### config.mk
export PLATFORM = sky130hd
export DESIGN_NAME = canny_threshold_ctrl
export DESIGN_NICKNAME = d
export VERILOG_FILES = /design/src/rtl/canny_threshold_ctrl.sv
export SDC_FILE = /design/constraint.sdc
export NUM_CORES = 1
export LEC_CHECK = 0
export CAP_MARGIN = 10
export CORE_MARGIN = 10
export CORE_UTILIZATION = 50
export DETAILED_ROUTE_END_ITERATION = 8
export PLACE_DENSITY = 0.82
export SYNTH_ARGS = -nofsm -noshare
export SYNTH_HDL_FRONTEND = slang
export SYNTH_SLANG_ARGS = --single-unit
### constraint.sdc
create_clock -name clk -period 2.8 [get_ports clk]
set_input_delay 0.56 -clock clk [delete_from_list [all_inputs] [get_ports clk]]
set_output_delay 0.56 -clock clk [all_outputs]
set_load 0.005 [all_outputs]
### src/rtl/canny_threshold_ctrl.sv
// canny_threshold_ctrl
//   Control stage in front of the double-threshold / hysteresis block.
//   - Classifies each NMS-suppressed gradient magnitude against the active
//     high/low thresholds into a 2-bit code (10 strong, 01 weak, 00 suppressed),
//     one registered cycle of latency, aligned with the delayed frame strobes.
//   - Host threshold updates arrive over a valid/ready handshake, sit in shadow
//     registers and are applied only on a vsync rising edge.
//   - Checks frame geometry (pixels per line, lines per frame) and reports a
//     per-frame status (frame_done pulse, size_err, strong pixel count).
//
// Ports
//   clk, rst_s                  clock, asynchronous active-low reset
//   cfg_valid/cfg_ready         host threshold update handshake
//   cfg_high, cfg_low           requested thresholds
//   cfg_err                     one-cycle pulse: update rejected (high < low)
//   pre_frame_vsync/href/clken  incoming frame, line and pixel strobes
//   grad_mag                    gradient magnitude for the current pixel
//   post_frame_vsync/href/clken strobes delayed by one cycle
//   max_g                       class code aligned with post_* strobes
//   act_high, act_low           thresholds in use this frame
//   frame_done                  one-cycle pulse after each completed frame
//   size_err                    geometry status of the last completed frame
//   strong_cnt                  strong pixels in the last completed frame
//
// Build option
//   CANNY_AUTO_THRESH_EN: when defined, the high threshold adapts by +/-4 at
//   the end of each frame (when no host update is pending) to keep the strong
//   pixel density between 1/64 and 1/16 of the frame.
//
// FSM states
//   state   | meaning
//   S_IDLE  | waiting for a vsync rising edge; pixels classified, not counted
//   S_FRAME | inside a frame; counting pixels, lines and strong pixels
//   S_DONE  | single cycle: frame_done pulse, status published

module canny_threshold_ctrl #(
    parameter int                   MAG_WIDTH = 11,
    parameter int                   IMG_W     = 640,
    parameter int                   IMG_H     = 480,
    parameter logic [MAG_WIDTH-1:0] DEF_HIGH  = 11'd100,
    parameter logic [MAG_WIDTH-1:0] DEF_LOW   = 11'd40,
    parameter int                   CNT_WIDTH = 20
) (
    input  logic                 clk,
    input  logic                 rst_s,
    input  logic                 cfg_valid,
    output logic                 cfg_ready,
    input  logic [MAG_WIDTH-1:0] cfg_high,
    input  logic [MAG_WIDTH-1:0] cfg_low,
    output logic                 cfg_err,
    input  logic                 pre_frame_vsync,
    input  logic                 pre_frame_href,
    input  logic                 pre_frame_clken,
    input  logic [MAG_WIDTH-1:0] grad_mag,
    output logic                 post_frame_vsync,
    output logic                 post_frame_href,
    output logic                 post_frame_clken,
    output logic [1:0]           max_g,
    output logic [MAG_WIDTH-1:0] act_high,
    output logic [MAG_WIDTH-1:0] act_low,
    output logic                 frame_done,
    output logic                 size_err,
    output logic [CNT_WIDTH-1:0] strong_cnt
);

    localparam logic [15:0] W_EXP = 16'(IMG_W);
    localparam logic [15:0] H_EXP = 16'(IMG_H);

    typedef enum logic [1:0] {
        S_IDLE  = 2'd0,
        S_FRAME = 2'd1,
        S_DONE  = 2'd2
    } state_t;

    state_t state_q, state_d;

    // delayed strobes, edge detection
    logic vsync_q, href_q, clken_q;
    logic seen_low_q;
    logic vs_rise, vs_fall, hr_fall, pix_en;

    // classification
    logic                 is_strong, is_weak;
    logic [1:0]           class_d;
    logic [1:0]           max_g_q;

    // thresholds and host config
    logic [MAG_WIDTH-1:0] act_high_q, act_low_q;
    logic [MAG_WIDTH-1:0] shd_high_q, shd_low_q;
    logic                 pending_q;
    logic                 cfg_err_q;
    logic                 xfer, cfg_ok;

    // frame counters and status
    logic [15:0]          pix_cnt_q, line_cnt_q;
    logic [15:0]          pix_inc, line_inc, line_nxt;
    logic [CNT_WIDTH-1:0] strong_q, strong_inc, strong_nxt;
    logic                 err_q, err_nxt, pix_bad, strong_hit;
    logic                 size_err_q;
    logic [CNT_WIDTH-1:0] strong_cnt_q;

    // FSM control outputs
    logic frame_start, in_frame, frame_end, done_st;

    // A frame already running when reset releases must not be picked up, so a
    // rising edge only counts once vsync has been observed low after reset.
    assign vs_rise = pre_frame_vsync && !vsync_q && seen_low_q;
    assign vs_fall = !pre_frame_vsync && vsync_q;
    assign hr_fall = !pre_frame_href && href_q;
    assign pix_en  = pre_frame_href && pre_frame_clken;

    //----------------------------------------------------------------------
    // Strobe delay and classification
    //----------------------------------------------------------------------
    assign is_strong = (grad_mag >= act_high_q);
    assign is_weak   = (grad_mag >= act_low_q);

    always_comb begin
        class_d = 2'b00;
        if (is_strong) begin
            class_d = 2'b10;
        end else if (is_weak) begin
            class_d = 2'b01;
        end
    end

    always_ff @(posedge clk or negedge rst_s) begin
        if (!rst_s) begin
            vsync_q    <= 1'b0;
            href_q     <= 1'b0;
            clken_q    <= 1'b0;
            seen_low_q <= 1'b0;
            max_g_q    <= 2'b00;
        end else begin
            vsync_q    <= pre_frame_vsync;
            href_q     <= pre_frame_href;
            clken_q    <= pre_frame_clken;
            if (!pre_frame_vsync) begin
                seen_low_q <= 1'b1;
            end
            max_g_q    <= pre_frame_clken ? class_d : 2'b00;
        end
    end

    //----------------------------------------------------------------------
    // FSM: state register / next state / outputs
    //----------------------------------------------------------------------
    always_ff @(posedge clk or negedge rst_s) begin
        if (!rst_s) begin
            state_q <= S_IDLE;
        end else begin
            state_q <= state_d;
        end
    end

    always_comb begin
        state_d = state_q;
        case (state_q)
            S_IDLE:  if (vs_rise) state_d = S_FRAME;
            S_FRAME: if (vs_fall) state_d = S_DONE;
            // a new frame may start right in the DONE cycle
            S_DONE:  state_d = vs_rise ? S_FRAME : S_IDLE;
            default: state_d = S_IDLE;
        endcase
    end

    always_comb begin
        frame_start = 1'b0;
        in_frame    = 1'b0;
        frame_end   = 1'b0;
        done_st     = 1'b0;
        case (state_q)
            S_IDLE: begin
                frame_start = vs_rise;
            end
            S_FRAME: begin
                in_frame  = 1'b1;
                frame_end = vs_fall;
            end
            S_DONE: begin
                done_st     = 1'b1;
                frame_start = vs_rise;
            end
            default: begin
                frame_start = 1'b0;
            end
        endcase
    end

    //----------------------------------------------------------------------
    // Geometry and strong-pixel counters (all saturating)
    //----------------------------------------------------------------------
    always_comb begin
        pix_inc    = (pix_cnt_q == 16'hFFFF) ? pix_cnt_q : pix_cnt_q + 16'd1;
        line_inc   = (line_cnt_q == 16'hFFFF) ? line_cnt_q : line_cnt_q + 16'd1;
        line_nxt   = hr_fall ? line_inc : line_cnt_q;
        pix_bad    = hr_fall && (pix_cnt_q != W_EXP);
        strong_hit = pre_frame_clken && is_strong;
        strong_inc = (strong_q == {CNT_WIDTH{1'b1}}) ? strong_q
                                                     : strong_q + CNT_WIDTH'(1);
        strong_nxt = strong_hit ? strong_inc : strong_q;
        // a line ending in the same cycle as the frame still gets counted
        err_nxt    = err_q || pix_bad || (frame_end && (line_nxt != H_EXP));
    end

    always_ff @(posedge clk or negedge rst_s) begin
        if (!rst_s) begin
            pix_cnt_q  <= 16'd0;
            line_cnt_q <= 16'd0;
            strong_q   <= '0;
            err_q      <= 1'b0;
        end else if (frame_start) begin
            pix_cnt_q  <= 16'd0;
            line_cnt_q <= 16'd0;
            strong_q   <= '0;
            err_q      <= 1'b0;
        end else if (in_frame) begin
            if (hr_fall) begin
                pix_cnt_q <= 16'd0;
            end else if (pix_en) begin
                pix_cnt_q <= pix_inc;
            end
            line_cnt_q <= line_nxt;
            strong_q   <= strong_nxt;
            err_q      <= err_nxt;
        end
    end

    // Status is captured on entry to DONE so it is already valid while
    // frame_done is high.
    always_ff @(posedge clk or negedge rst_s) begin
        if (!rst_s) begin
            size_err_q   <= 1'b0;
            strong_cnt_q <= '0;
        end else if (frame_end) begin
            size_err_q   <= err_nxt;
            strong_cnt_q <= strong_nxt;
        end
    end

    //----------------------------------------------------------------------
    // Optional end-of-frame high threshold adaptation
    //----------------------------------------------------------------------
`ifdef CANNY_AUTO_THRESH_EN
    localparam logic [CNT_WIDTH-1:0] HI_LIM = CNT_WIDTH'(IMG_W * IMG_H / 16);
    localparam logic [CNT_WIDTH-1:0] LO_LIM = CNT_WIDTH'(IMG_W * IMG_H / 64);

    logic [MAG_WIDTH:0]   up_w, low_plus4_w;
    logic [MAG_WIDTH-1:0] auto_high;
    logic                 auto_chg;

    always_comb begin
        up_w        = {1'b0, act_high_q} + (MAG_WIDTH + 1)'(4);
        low_plus4_w = {1'b0, act_low_q} + (MAG_WIDTH + 1)'(4);
        auto_high   = act_high_q;
        auto_chg    = 1'b0;
        if (strong_cnt_q > HI_LIM) begin
            auto_chg  = 1'b1;
            auto_high = up_w[MAG_WIDTH] ? {MAG_WIDTH{1'b1}} : up_w[MAG_WIDTH-1:0];
        end else if (strong_cnt_q < LO_LIM) begin
            auto_chg  = 1'b1;
            // never step below the low threshold
            auto_high = ({1'b0, act_high_q} < low_plus4_w)
                        ? act_low_q : act_high_q - MAG_WIDTH'(4);
        end
    end
`endif

    //----------------------------------------------------------------------
    // Host config handshake and frame-boundary apply
    //----------------------------------------------------------------------
    assign cfg_ready = !pending_q;
    assign xfer      = cfg_valid && cfg_ready;
    assign cfg_ok    = (cfg_high >= cfg_low);

    always_ff @(posedge clk or negedge rst_s) begin
        if (!rst_s) begin
            act_high_q <= DEF_HIGH;
            act_low_q  <= DEF_LOW;
            shd_high_q <= DEF_HIGH;
            shd_low_q  <= DEF_LOW;
            pending_q  <= 1'b0;
            cfg_err_q  <= 1'b0;
        end else begin
            cfg_err_q <= xfer && !cfg_ok;
            // xfer needs !pending_q, so the apply and load below never collide;
            // a transfer in the rising-edge cycle therefore waits a frame.
            if (vs_rise && pending_q) begin
                act_high_q <= shd_high_q;
                act_low_q  <= shd_low_q;
                pending_q  <= 1'b0;
            end
`ifdef CANNY_AUTO_THRESH_EN
            else if (done_st && !pending_q && auto_chg) begin
                act_high_q <= auto_high;
            end
`endif
            if (xfer && cfg_ok) begin
                shd_high_q <= cfg_high;
                shd_low_q  <= cfg_low;
                pending_q  <= 1'b1;
            end
        end
    end

    //----------------------------------------------------------------------
    // Outputs
    //----------------------------------------------------------------------
    assign cfg_err          = cfg_err_q;
    assign post_frame_vsync = vsync_q;
    assign post_frame_href  = href_q;
    assign post_frame_clken = clken_q;
    assign max_g            = max_g_q;
    assign act_high         = act_high_q;
    assign act_low          = act_low_q;
    assign frame_done       = done_st;
    assign size_err         = size_err_q;
    assign strong_cnt       = strong_cnt_q;

endmodule

==> results of run 1 <==
-- logic make-up (layout without fill, tap and decap cells) --
kind of cell	count (synthesis)	count (layout)	synth area share
DFF	128	128	0.456
muxes	48	48	0.0760
adders and majority gates	37	37	0.0657
and+or+nand+nor	253	253	0.191
buffers and inverters	77	217	0.0474
AOI/OAI and AO/OA	143	143	0.126
xor gates and xnor gates	30	30	0.0373
-- sequential cells by signal, indices dropped and copies added (netlist names) --
register and flops:
state_q 2, shd_low_q 11, strong_q 20, strong_cnt 20, post_frame_clken 1, size_err 1
max_g 2, line_cnt_q 16, post_frame_href 1, post_frame_vsync 1, err_q 1, act_high 11
pix_cnt_q 16, cfg_err 1, shd_high_q 11, act_low 11, seen_low_q 1, pending_q 1
-- cell usage in the layout, fill, tap and decap left out, types with 5 or more instances in the layout --
cell             Yosys  final
buf_4                2     48
o21a_1               5      5
bufinv_16            0      6
nor2_1              45     45
clkbuf_16            0     17
a21o_1               7      7
a21oi_1             26     26
nor4_1               9      9
mux2_1              19     19
and4_1               5      5
a31oi_1             25     25
nand2b_1             8      8
ha_1                37     37
nand3_1             20     20
nand4_1             23     23
dfstp_2             10     10
nand2_1             77     77
mux2_2              25     25
o21ai_1             18     18
xor2_1              23     23
clkdlybuf4s50_1      0     88
dfrtp_1            118    118
and3_1              11     11
nor3_1              13     13
nor2b_1              8      7
inv_1               44     44
o21ai_0             31     31
xnor2_1              7      7
-- final cells by class --
class | count | area, um^2
Fill cell | 973 | 4690
Multi-Input combinational cell | 511 | 3540
Sequential cell | 128 | 3220
Timing Repair Buffer | 140 | 1310
Clock buffer | 19 | 443
Clock inverter | 13 | 235
Tap cell | 180 | 225
Inverter | 45 | 169
-- power breakdown --
part | internal, mW | total, mW | switching (mW)
clock network | 1.69 | 2.51 | 0.820
registers | 2.28 | 2.60 | 0.312
logic | 1.05 | 1.97 | 0.915
total | 5.03 | 7.08 | 2.05
-- metal layers --
| layer | vias up | part of all wire | GRT usage |
|---|---|---|---|
| met2 | 194 | 0.48 | 0.289 |
| met5 | - | 0 | 0 |
| met3 | 26 | 0.066 | 0.0462 |
| met1 | 2892 | 0.44 | 0.237 |
| met4 | 0 | 0.017 | 0.0621 |
| li1 | 2828 | - | - |
-- worst max path at each step --
stage / slack [ns] / cells past startpoint / endpoint / start
detailed placement: -0.41 / 11 / strong_cnt[13] / grad_mag[0]
finish: 0.09 / 11 / shd_high_q[1] / cfg_low[5]
floorplan: 0.19 / 10 / shd_high_q[0] / cfg_low[5]
global route: -0.06 / 11 / strong_q[15] / grad_mag[0]
CTS: 0.02 / 11 / strong_cnt[13] / grad_mag[0]
global placement: -0.31 / 11 / strong_cnt[13] / grad_mag[0]
-- timing repair --
item	in CTS	in global routing
endpoints found under the hold margin	8	0
endpoints found under the setup margin	0	24
hold buffers	1	0
buffers inserted	0	0
resized for setup	0	5
-- critical path: stages --
cell and delay [ns]:
clkdlybuf4s50_1 0.48, inv_1 0.05, ha_1 0.28, a21oi_1 0.16, nor2b_1 0.06, o41a_1 0.32
a311oi_2 0.25, nor2b_1 0.09, o211a_2 0.27, buf_12 0.16, mux2_1 0.32
-- per-stage QoR --
stage | std cells | setup TNS (ns)
floorplan | 716 | 0
global placement | 1003 | -10.84
detailed placement | 1003 | -14.49
CTS | 1036 | 0
global route | 1036 | -0.0869
finish | 1036 | 0
==> results.md, run 1 <==
* Sequential fraction of the synthesis area at 0.456
* Area Overhead vs Synth at 29.7%
* Full die area at ~0.019 mm^2
* Clock sinks at 128
* HP Start: pending_q
* DRT antenna net count at 0
* Synth area leader: dfrtp_1
* Vias per Instance at 5.73
* CP Capture Type: flip-flop
* CTS tree: done
* Post-synthesis register bit count at 128
* Vias in the first global route at 5,866
* EDFF count, synth at 0
* Slew HR at 0.493
* Routed vias at 5,940
* Hold Path Stages at 1
* Gr ovfl total at 0
* Synth top area share at 0.419
* CP Data Arrival Time at 3.02 ns
* Synth top area cells: dfrtp_1 (42%), ha_1 (6.6%), nand2_1 (4.1%)
* Worst-path clk slew at roughly 0.060 ns
* Mapped Cells at 716
* Commonest register cell after synthesis: dfrtp_1
* Layout cells sized above 1 at 0.159
* Max Fclk at 369 MHz
* Slew Viols, Final at 0
* PwrDens at 774 mW/mm^2
* CORE AREA at 0.0138 mm^2
* DRC viols at 0
* Final Util at 0.661
* I/O pin cnt at 90
* Synth top cells by count: dfrtp_1 (118), nand2_1 (77), nor2_1 (45), inv_1 (44), ha_1 (37)
* Post-Route WL at about 18 mm
* Final min period at 2.71 ns
* Max FO, Critical Path at 17
* Worst R2R End: strong_q[15]
* Crit Path Class: input port to flip-flop
* CTS max path bufs at 2
* DIE HEIGHT at 139 um
* PortBufs at 89
* Clock buffer count from CTS at 17
* Hold crit path type: flip-flop to flip-flop
* First-iteration detailed-routing DRC count at 430
* Ant diodes at 0
* Critical Path Start Type: input port
* Worst skew pair latency at 0.43 ns
* LEAKAGE at 4.03 nW
* H-tree levels at 4
* Initial antenna violation count at 1
* Syn_nets at between 700 and 800
* WHS at 0.471 ns
* FFs w/ async S/R, synth at 1.00
* DP Area at 0.00841 mm^2
* Synth cell types at 66
* Worst slack, placed at -0.405 ns
* Row cnt at 43
* GRT Util Overall at 0.183
* GPL Wtd Cong at 0.885
* Overall power at 7.08 mW
* Max-cap violations at 0
* Avg Cell Area, Syn at 9.84 um^2
* R2r worst-path depth at 9
* Hold EP: cfg_err
* Final setup viols at 0
* First-pass GRT wire length at 29.7 mm
* Cell with the most instances after synthesis: dfrtp_1
* Starting density of the core at 0.510
* DP Wirelength at 12.3 mm
* DR pass1 iterations at 5
* Post-route design area at 0.00914 mm^2
* Pin count of the biggest net entering global routing at 78
* Worst R2R Start: act_high[5]
* CTS root buffer: clkbuf_16
* Reg2Reg Setup Slack at 0.13 ns
* Final #Nets at between 900 and 1k
* Yosys warns at 0
* Critical Path RT at 3.10 ns
* Clk_skew at 0.00888 ns
* Setup WS post-layout at 0.0869 ns
* Fin. Hold Viols at 0
* Period utilisation layout at 0.969
* Worst-Margin Slew at between 0.7 and 0.8 ns
* Synthesized cell area at 0.00705 mm^2
* Die Wd at 139 um
* Maximum vdd drop at 494 uV
* Outcome: completed
* Wire length per cell at 17.1 um
Note: power is estimated with default switching activity, not from simulation.
==> inputs of run 2 (changes only) <==
--- a/config.mk
+++ b/config.mk
@@ -7,9 +7,9 @@
 export LEC_CHECK = 0
 export CAP_MARGIN = 10
 export CORE_MARGIN = 10
-export CORE_UTILIZATION = 50
+export CORE_UTILIZATION = 56
 export DETAILED_ROUTE_END_ITERATION = 8
-export PLACE_DENSITY = 0.82
+export PLACE_DENSITY = 0.86
 export SYNTH_ARGS = -nofsm -noshare
 export SYNTH_HDL_FRONTEND = slang
 export SYNTH_SLANG_ARGS = --single-unit
==> run 2 against run 1 <==
  * Worst hold slack worse by 0.38 ns
  * Largest power group unchanged
  * Wire length increased by 12%
  * Cell count down 0.87%
==> results.md, run 2 (synthesized netlist as in run 1, its figures left out) <==
* CTS max path bufs at 2 (unchanged)
* Worst-Margin Slew at 0.552 ns (-0.206 ns)
* CP Capture Type: flip-flop
* R2r worst-path depth at 10 (+1)
* Final Util at 0.747 (+0.0864)
* Commonest non-fill, non-tap cell in the layout: dfrtp_1
* Post-route design area at 0.00909 mm^2 (-0.55%)
* Period utilisation layout at 0.985 (+0.0162)
* First-pass GRT wire length at 31.6 mm (+6.3%)
* Die Wd at 132 um (-4.7%)
* Clock sinks at 128 (unchanged)
* Seq pwr share at 0.377 (+0.010)
* Gr ovfl total at 0 (unchanged)
* Clk_skew at 0.00693 ns (-0.00196 ns)
* Met2 Usage GRT at 0.378 (+0.0890)
* Global routing's busiest layer: met2
* CTS Hold Bufs at 0 (-1)
* Setup TNS at 0 ns (unchanged)
* Post-Route WL at 19.9 mm (+12%)
* Worst slack, placed at -0.489 ns (-0.0835 ns)
* DRT antenna net count at 0 (unchanged)
* Worst-path cell chain: clkdlybuf4s50_1 > inv_1 > ha_1 > a21oi_2 > nor2b_1 > o41a_1 > a311oi_2 > nor2b_4 > o211a_4 > mux2_1
* Wire length per cell at 19.4 um (+13%)
* Vias per Instance at 6.05 (+5.4%)
* Vias in the first global route at 6,422 (+9.5%)
* Maximum vdd drop at 701 uV (+42%)
* Final #Nets at 922 (+0.33%)
* Worst R2R End: strong_q[17]
* GRT Util Overall at 0.220 (+0.0376)
* PwrDens at 764 mW/mm^2 (-1.3%)
* Critical Path Sink: shd_high_q[8]
* Max-cap violations at 0 (unchanged)
* Starting density of the core at 0.580 (+0.0698)
* Worst R2R Start: act_high[2]
* Final min period at 2.76 ns (+0.0455 ns)
* Max Fclk at 363 MHz (-1.6%)
* PortBufs at 89 (unchanged)
* Max FO, Critical Path at 6 (-11)
* Clock buffer count from CTS at 17 (unchanged)
* First-iteration detailed-routing DRC count at 586 (+36%)
* Initial antenna violation count at 0 (-1)
* Final setup viols at 0 (unchanged)
* Sw power at 2.17 mW (+6.3%)
* Crit Path Class: input port to flip-flop
* CTS tree: done
* LEAKAGE at 4.03 nW (about the same)
* Ant diodes at 0 (unchanged)
* CTS root buffer: clkbuf_16
* Reg2Reg Setup Slack at 0.15 ns (+0.02 ns)
* DP Area at 0.00838 mm^2 (-0.39%)
* I/O pin cnt at 90 (unchanged)
* Full die area at 0.0175 mm^2 (-9.2%)
* Worst-path clk slew at 0.06 ns (about the same)
* Placed insts at 992 (-1.1%)
* DRC viols at 0 (unchanged)
* Slew Viols, Final at 0 (unchanged)
* Clk pwr share at 0.329 (-0.026)
* Area Overhead vs Synth at 29.0%
* Critical Path Start Type: input port
* CORE AREA at 0.0122 mm^2 (-12%)
* DP Wirelength at 13.5 mm (+9.6%)
* Most frequent cells in the layout: dfrtp_1 (118), clkdlybuf4s50_1 (88), nand2_1 (77)
* Slowest cell delay on critical path at 0.49 ns (about the same)
* Non-filler cells, final at 1,027 (-0.87%)
* Worst skew pair latency at 0.43 ns (about the same)
* Critical Path RT at 3.11 ns (about the same)
* Fin. Hold Viols at 0 (unchanged)
* Slew HR at 0.630 (+0.137)
* GPL Wtd Cong at 0.893 (+0.92%)
* Worst path slowest cell: clkdlybuf4s50_1
* Crit path from: cfg_low[5]
* Outcome: completed
* Pin count of the biggest net entering global routing at 37 (-53%)
* Row cnt at 40 (-7.0%)
* Setup WS post-layout at 0.0414 ns (-0.0455 ns)
* Met1 Use GR at 0.249 (+0.0119)
* GR met3 Demand/Resource at 0.0701 (+0.0239)
* Hold crit path type: input port to async pin
* H-tree levels at 4 (unchanged)
* Comb power frac at 0.294 (+0.016)
* DR pass1 iterations at 5 (unchanged)
* Layout cells sized above 1 at 0.170 (+0.0111)
* Routed vias at 6,209 (+4.5%)
* Sw frac at 0.313 (+0.0240)
* CP Data Arrival Time at 3.07 ns (+0.05 ns)
* P_int at 4.77 mW (-5.2%)
* DIE HEIGHT at 132 um (-4.7%)
[run 2: cell count changes in the layout (fill, tap and decap cells not counted), moves of 2 or more]
cell,before,now
inv_6,0,4
buf_12,3,1
bufinv_16,6,3
nor4_2,2,5
buf_4,48,51
clkinv_2,1,3
o211a_4,0,3
nor4_4,3,1
[run 2: through the flow]
step | hold WS [ns] | power [mW]
floorplan | 0.264 | 3.53
global placement | 0.456 | 4.42
detailed placement | 0.475 | 4.55
CTS | 0.0958 | 6.88
global route | 0.103 | 7.28
finish | 0.0880 | 6.95
[run 2: how the worst min path moves through the flow]
stage / endpoint / slack [ns] / cells past startpoint
6_report: strong_q[0] / 0.09 / 1
5_1_grt: strong_q[0] / 0.10 / 1
4_1_cts: strong_q[8] / 0.1 / 1
3_5_place_dp: strong_cnt[0] / 0.47 / 2
3_3_place_gp: cfg_err / 0.46 / 1
2_1_floorplan: act_high[0] / 0.26 / 0
[run 2: per-layer routing]
layer / wire (um) / vias up / part of all wire
met3: 1320 / 43 / 0.066
met2: 10100 / 242 / 0.51
met1: 7990 / 3082 / 0.40
met4: 461 / 0 / 0.023
met5: 0 / - / 0
li1: - / 2842 / -
[run 2: power groups by stage]
stage / logic (mW) / registers, mW / clock network, mW
floorplan: 0.998 / 2.53 / 0
CTS: 1.98 / 2.60 / 2.30
global route: 2.24 / 2.66 / 2.38
global placement: 1.82 / 2.60 / 0
detailed placement: 1.93 / 2.62 / 0
finish: 2.04 / 2.62 / 2.28
[run 2: worst max-delay path, delay by kind of cell]
family | cells | cell delay [ns]
mux | 1 | 0.33
compound gates | 4 | 1.11
buf+inv | 2 | 0.54
fa+ha+maj | 1 | 0.32
simple gates | 2 | 0.20
[run 2: what timing repair did]
action / in CTS / in global routing
pin swaps: 0 / 5
cloned: 0 / 2
setup endpoints to repair: 22 / 27
setup buffers: 0 / 1
resized for setup: 1 / 12
[run 2: final cells by class]
cell class	count	area, um^2
sequential	128	3220
timing repair buffer	141	1290
tap	168	210
multi-input combinational	513	3590
inverter	45	169
clock inverter	15	183
fill	804	3070
clock buffer	17	425
